==> config.mk <==
export PLATFORM = sky130hd
export DESIGN_NAME = output_unchaining
export DESIGN_NICKNAME = d
export VERILOG_FILES = /design/src/rtl/cnn_pkg.sv /design/src/rtl/lane_counter.sv /design/src/rtl/output_unchaining.sv
export SDC_FILE = /design/constraint.sdc
export NUM_CORES = 1
export LEC_CHECK = 0
export CAP_MARGIN = 40
export CORE_ASPECT_RATIO = 1.75
export CORE_MARGIN = 2
export CORE_UTILIZATION = 52
export DETAILED_ROUTE_END_ITERATION = 10
export GPL_TIMING_DRIVEN = 0
export PLACE_DENSITY = 0.81
export RECOVER_POWER = 100
export SYNTH_ARGS = -nofsm -noshare
export SYNTH_HDL_FRONTEND = slang
export SYNTH_SLANG_ARGS = --single-unit
export TNS_END_PERCENT = 10
==> constraint.sdc <==
create_clock -name clk -period 2.9 [get_ports clk]
set_input_delay 0.58 -clock clk [delete_from_list [all_inputs] [get_ports clk]]
set_output_delay 0.58 -clock clk [all_outputs]
set_load 0.02 [all_outputs]
==> src/rtl/cnn_pkg.sv <==
// Shared definitions for the CNN datapath blocks (chainer / unchainer).
//   unchain_state_t : state encoding of the output unchainer FSM
//   DAT_WID         : default bits per lane on the narrow streams
package cnn_pkg;

  typedef enum logic [1:0] {UNCH_IDLE, UNCH_SEND} unchain_state_t;

  localparam int DAT_WID = 16;

endpackage

==> src/rtl/lane_counter.sv <==
// Lane index counter shared by the chaining / unchaining blocks.
// Counts 0..MAX, wrapping back to 0 on an increment at MAX.
// Ports:
//   clk    in   rising-edge clock
//   i_srst in   synchronous reset, active-high (count -> 0)
//   i_inc  in   advance the count (wraps at MAX)
//   i_clr  in   force count to 0; takes priority over i_inc
//   o_cnt  out  current lane index (WID bits)
//   o_last out  high while o_cnt == MAX
module lane_counter #(
  parameter int WID = 2,
  parameter int MAX = 3
) (
  input  logic           clk,
  input  logic           i_srst,
  input  logic           i_inc,
  input  logic           i_clr,
  output logic [WID-1:0] o_cnt,
  output logic           o_last
);

  localparam logic [WID-1:0] MAX_V = WID'(MAX);

  logic [WID-1:0] r_cnt;

  always_ff @(posedge clk) begin
    if (i_srst) begin
      r_cnt <= '0;
    end else if (i_clr) begin
      r_cnt <= '0;
    end else if (i_inc) begin
      // Wrap explicitly so codes above MAX are never reached.
      r_cnt <= (r_cnt == MAX_V) ? '0 : r_cnt + 1'b1;
    end
  end

  assign o_cnt  = r_cnt;
  assign o_last = (r_cnt == MAX_V);

endmodule

==> src/rtl/output_unchaining.sv <==
// Output unchainer: accepts one wide word of OC0 lanes over a vld/rdy
// handshake and emits the lanes, lane 0 first, one per handshake on a
// DAT_WID-bit vld/rdy stream. done pulses for one cycle after the last lane.
// Build option: `define UNCHAIN_BACK_TO_BACK_EN lets the next wide word be
// accepted on the same cycle as the last-lane handshake (no bubble cycle).
// Ports:
//   clk                 in   rising-edge clock
//   rst_n               in   synchronous reset, active-high (1 = reset)
//   en_output           in   enable; 0 blocks both handshakes, state held
//   output_dat_chained  in   wide word, lane k = bits [DAT_WID*k +: DAT_WID]
//   chained_vld         in   wide word valid
//   chained_rdy         out  block can accept a wide word
//   output_dat          out  current lane
//   output_vld          out  output_dat valid
//   output_rdy          in   downstream accepts output_dat
//   done                out  one-cycle pulse after the last lane is sent
module output_unchaining #(
  parameter int OC0         = 4,
  parameter int COUNTER_WID = 2,
  parameter int DAT_WID     = cnn_pkg::DAT_WID
) (
  input  logic                   clk,
  input  logic                   rst_n,
  input  logic                   en_output,
  input  logic [DAT_WID*OC0-1:0] output_dat_chained,
  input  logic                   chained_vld,
  output logic                   chained_rdy,
  output logic [DAT_WID-1:0]     output_dat,
  output logic                   output_vld,
  input  logic                   output_rdy,
  output logic                   done
);
  import cnn_pkg::*;

  unchain_state_t         r_state;
  unchain_state_t         w_state_next;
  logic [DAT_WID*OC0-1:0] r_buf;
  logic                   r_done;
  logic [COUNTER_WID-1:0] w_idx;
  logic                   w_last;
  logic                   w_in_fire;
  logic                   w_out_fire;
  logic [DAT_WID-1:0]     w_lane [OC0];

  genvar gi;
  generate
    for (gi = 0; gi < OC0; gi++) begin : g_lane
      assign w_lane[gi] = r_buf[DAT_WID*gi +: DAT_WID];
    end
  endgenerate

  lane_counter #(
    .WID (COUNTER_WID),
    .MAX (OC0 - 1)
  ) u_lane_counter (
    .clk    (clk),
    .i_srst (rst_n),
    .i_inc  (w_out_fire),
    .i_clr  (w_in_fire),
    .o_cnt  (w_idx),
    .o_last (w_last)
  );

  // Handshake outputs are forced low while reset is asserted so nothing
  // transfers on the reset edge (a word in flight is simply dropped).
  always_comb begin
    chained_rdy  = 1'b0;
    output_vld   = 1'b0;
    output_dat   = '0;
    w_state_next = r_state;
    if (!rst_n) begin
      case (r_state)
        UNCH_IDLE: chained_rdy = en_output;
        UNCH_SEND: begin
          output_vld = en_output;
          output_dat = w_lane[w_idx];
`ifdef UNCHAIN_BACK_TO_BACK_EN
          // Refill on the last-lane handshake so the next word follows
          // without a bubble.
          if (en_output && w_last) chained_rdy = output_rdy;
`endif
        end
        default: ;
      endcase
    end
    w_in_fire  = chained_vld && chained_rdy;
    w_out_fire = output_vld && output_rdy;
    case (r_state)
      UNCH_IDLE: if (w_in_fire) w_state_next = UNCH_SEND;
      UNCH_SEND: if (w_out_fire && w_last) w_state_next = w_in_fire ? UNCH_SEND : UNCH_IDLE;
      default:   w_state_next = UNCH_IDLE;
    endcase
  end

  always_ff @(posedge clk) begin
    if (rst_n) begin
      r_state <= UNCH_IDLE;
      r_buf   <= '0;
      r_done  <= 1'b0;
    end else begin
      r_state <= w_state_next;
      if (w_in_fire) r_buf <= output_dat_chained;
      r_done <= w_out_fire && w_last;
    end
  end

  assign done = r_done;

endmodule

Word level (Yosys, flattened, before mapping)
Index checks and enable logic that the tools add are counted.
{ "totals": {"in_bits": 69, "elab_cells": 31, "output_inout_bits": 19, "reg_bits": 69} }
{ "op_classes": {"n_bitwise": 1, "n_eq_ne": 4, "magnitude_cmp": 1, "mux": 14, "reduce_logical": 6, "addsub": 1} }
{ "op_table": {"columns": ["cell", "count"], "rows": [
  ["$mux 16", 4],
  ["$bmux 16 s2", 1],
  ["$mux 2", 3],
  ["$mux 1", 5],
  ["$pmux 2 s2", 1],
  ["$ge 3x3->1 const B", 1],
  ["$logic_and 1x1->1", 3],
  ["$not 2->3", 1],
  ["$add 2x1->2 const B", 1],
  ["$eq 2x1->1 const B", 1],
  ["$eq 2x2->1 const B", 1],
  ["$logic_not 2->1", 1],
  ["$ne 2x1->1 const B", 1],
  ["$ne 2x2->1 const B", 1],
  ["$reduce_and 2->1", 1],
  ["$reduce_or 2->1", 1]
]} }

Logic depth before layout (Yosys ltp)
{ "depth": {"depth_word": 7, "ltp_mapped": 6, "mapped_depth_nobuf": 3} }

Hierarchy
Synthesis repeated with hierarchy kept, for this count alone.
{ "hier_totals": {"hier_cells": 282, "hier_area_um2": 3353.2} }
{ "modules_own_cells": {"columns": ["module", "seq_area_each_um2", "cells_each", "n_inst", "area_per_inst_um2"], "rows": [
  ["output_unchaining", 1321.3, 274, 1, 3258.1],
  ["lane_counter", 40.0, 8, 1, 95.1]
]} }

Least setup slack after synthesis
Ideal clock, no wire load.
{ "synth_path": {"path_type": "input port to output port", "from": "input rst_n", "to": "output output_dat[0]", "setup_slack_ns": 0.832, "required_time_ns": 2.320, "arrival_ns": 1.488, "path_buffers": 2, "cell_stages": 4, "path_cell_list": "buf_2 nand2b_1 clkbuf_1 nor2b_1"} }
{ "synth_between": {"elab_chain_cells": 1} }
{ "synth_lines": {"columns": ["element", "line", "source"], "rows": [
  ["start: declaration", "output_unchaining.sv:23", "input logic rst_n,"],
  ["$mux 16", "output_unchaining.sv:71", "if (!rst_n) begin"],
  ["end: declaration", "output_unchaining.sv:28", "output logic [DAT_WID-1:0] output_dat,"]
]} }
Every way passes these cells.

Final worst setup path
{ "layout_path": {"from": "register u_lane_counter.r_cnt[0] (netlist: u_lane_counter.o_cnt[0])", "to": "output output_dat[9]"} }
{ "layout_between": {"elab_chain_cells": 6} }
{ "layout_lines": {"columns": ["element", "line", "source"], "rows": [
  ["start: declaration", "lane_counter.sv:24", "logic [WID-1:0] r_cnt;"],
  ["start signal: assignment", "lane_counter.sv:33", "r_cnt <= (r_cnt == MAX_V) ? '0 : r_cnt + 1'b1;"],
  ["$not 2->3 (implied by the code)", "output_unchaining.sv:76", "output_dat = w_lane[w_idx];"],
  ["$bmux 16 s2", "output_unchaining.sv:76", null],
  ["$mux 16 (implied by the code) (2 in series)", "output_unchaining.sv:76", null],
  ["$mux 16", "output_unchaining.sv:72", "case (r_state)"],
  ["$mux 16", "output_unchaining.sv:71", null]
]} }
Every way passes these cells. The select of a mux whose other input is x is not followed.

==> results.toml <==
[critical_path]
crit_type = "reg -> out"
path_cells = "buf_6, mux4_1, nor2b_1, dlygate4sd3_1"
critPathLaunch = "u_lane_counter.o_cnt[0]"
r2r_start = "r_state[0]"
worstPathArrival_ns = 2.23
critPathCaptureType = "primary output"
cpMaxStageDelayCell = "dlygate4sd3_1"
slowest_delay_ns = 0.66
worst_path_dominant_cell_family = "buffers and inverters"
start_kind = "register"
crit_required_ns = 2.32
critical_path.max_fanout = 9
critPathBufInv = 2

[routing]
post_drt_wl_per_cell_um = 16.3
wirelength_mm = 8.42
dr.pass1.iters = 4
final_antenna_net_count = 0
via_per_inst = 5.25
drt_iter0_drc = 130
drc = 0
vias = 2709

[sta]
fin_crit_ns = 2.81
rsz0062_at_grt = "no"
min_period_over_period_pct = 97.1
tightestPinTransition_ns = 0.823
drv_slew = 0
setup_tns_ns = 0
hold_viol = 0
clock.fmax_mhz = 355
skew_ns = 0.00521
setup_viol = 0
setup_slack_ns = 0.0853
relSlewSlack_pct = 45.1

[grt]
grt_pass1_wl_mm = 13.1
grt_pass1_vias = 2701
grt_max_degree = 11
grt_usage_pct = 25.6
antenna_found_initial = 0
grt_overflow = 0

[finish]
final_core_util_pct = 68.5
seqCellArea_um2 = 1360
multiInputGateArea_um2 = 1560
fillers = 518
syn_to_final_growth_pct = 29.4
drive_above_1_share_pct = 17.2
final_nets = 502
n_antenna_cell = 0

[yosys]
syn-num-nets = 405
synth.area.top_cells = "dfxtp_1 (42%), a21oi_2 (11%), nand2_1 (10%), mux4_1 (9.7%), nand2_2 (7.7%)"
synth.avg_cell_area_um2 = 9.70
synth_edf_count = 0
yosysWarnings = 0
synth_ff_type = "dfxtp_1"
ys_seq_area_share_pct = 41.9
synth-seq-cells = 68
synthCells = 335
yosysTopAreaCellShare_pct = 41.9
ys_types = 26
synth-async-reset-ratio_pct = 0
yosys.area.top_type = "dfxtp_1"
synth_commonest_cells = "nand2_1 (89), dfxtp_1 (68), a21oi_2 (40), nand2_2 (40), a21oi_1 (25)"
synth.cell_area_um2 = 3250
synthMostInstantiatedCell = "nand2_1"

[power_and_ir_drop]
peakVddDrop_uv = 330
power_density_nw_per_um2 = 479
power_uw = 2010
p_leak_uw = 0.00154

[die]
dieHeight_um = 109
die_x_um = 63.7
rows = 38
start_util_pct = 53.0
io_pins = 88
die_area_um2 = 6920
core_area_um2 = 6130

[clock_network]
cts_tree = "built"
cts_root_buffer = "clkbuf_8"
cts.clk_slew.worst_paths_ns = 0.07
post_cts_buffers = 0
cts_max_path_buffers = 2
htreeDepth = 3
cts.sinks = 68
numCtsBuffers = 9
worstSkewPairLatency_ns = 0.35

[job]
cap_viol_max_count = 0

[placed_design]
numPortBuffers = 86
gp_congestion = 0.827
hpwl_mm = 6.16
place_ws_ns = 0.0882

[worst_hold_path]
hp-start = "r_buf[28]"
hp-class = "reg -> reg"

[status]
outcome = "completed"
[layer usage]
metal / routed length, um / part of all wire (%) / track usage, % / vias up
met3: 361 / 4.3 / 3.85 / 16
li1: - / - / - / 1327
met1: 3240 / 38 / 28.2 / 1269
met2: 4590 / 55 / 47.0 / 97
met4: 228 / 2.7 / 12.9 / 0
met5: 0 / 0 / 0 / -
[state kept, by name (all words and copies together), names as in the netlist]
register / cells
u_lane_counter.o_cnt: 2
r_buf: 64
r_state: 1
done: 1
[tightest hold or removal path, delay by kind of cell, from the launching register on]
| kind | cells | cell delay (ns) |
|---|---|---|
| AND/OR/NAND/NOR | 1 | 0.05 |
| flip-flops | 1 | 0.31 |
| AO/OA/AOI/OAI | 1 | 0.05 |
[what timing repair did]
item	CTS	global route
endpoints found under the hold margin	0	0
hold buffers	0	0
gates resized for setup	4	5
setup endpoints to repair	4	5
[cells in the final DEF, fill, tap and decap left out, types with 9 or more instances in the layout]
cell / instances
a21oi_1: 56
a21oi_2: 9
clkbuf_1: 20
clkbuf_8: 12
clkdlybuf4s50_1: 70
dfxtp_1: 68
mux4_1: 12
nand2_1: 91
nand2_2: 38
nor2b_1: 16
[layout make-up]
cell class | count | share of cell area, %
clock buffers | 14 | 4.11
plain buffers | 27 | 3.07
multi-input cells | 240 | 37.1
clock inverters | 1 | 0.715
repair buffers | 86 | 20.2
flip-flops and latches | 68 | 32.4
well taps | 80 | 2.38
[report_power, final]
group / leakage [uW] / internal, uW / switching, uW
sequential: 0.000552 / 963 / 16.3
combinational: 0.000885 / 128 / 103
clock: 0.000103 / 464 / 336
[kinds of logic after synthesis]
family / count (synthesis) / synth area share (%)
compound gates: 66 / 14.9
fa+ha+maj: 1 / 0.385
mux: 17 / 12.8
flops: 68 / 41.9
buf+inv: 27 / 6.32
simple gates: 156 / 23.7
[worst paths after layout]
path	endpoint	slack [ns]	cells past startpoint
max	output_dat[9]	0.09	4
min	r_buf[28]	0.45	2
max reg2reg	r_buf[63]	0.68	5
min reg2reg	r_buf[28]	0.45	2
[metrics by stage]
step / instance area (um2) / std cells / hold slack, ns
final: 4200 / 516 / 0.453
after global routing: 4200 / 516 / 0.477
after CTS: 4410 / 516 / 0.454
after detailed placement: 4210 / 501 / 0.445
after global placement: 4210 / 501 / 0.439
after floorplan: 3250 / 335 / 0.432
No activity file was read; power rests on OpenSTA's default activity.
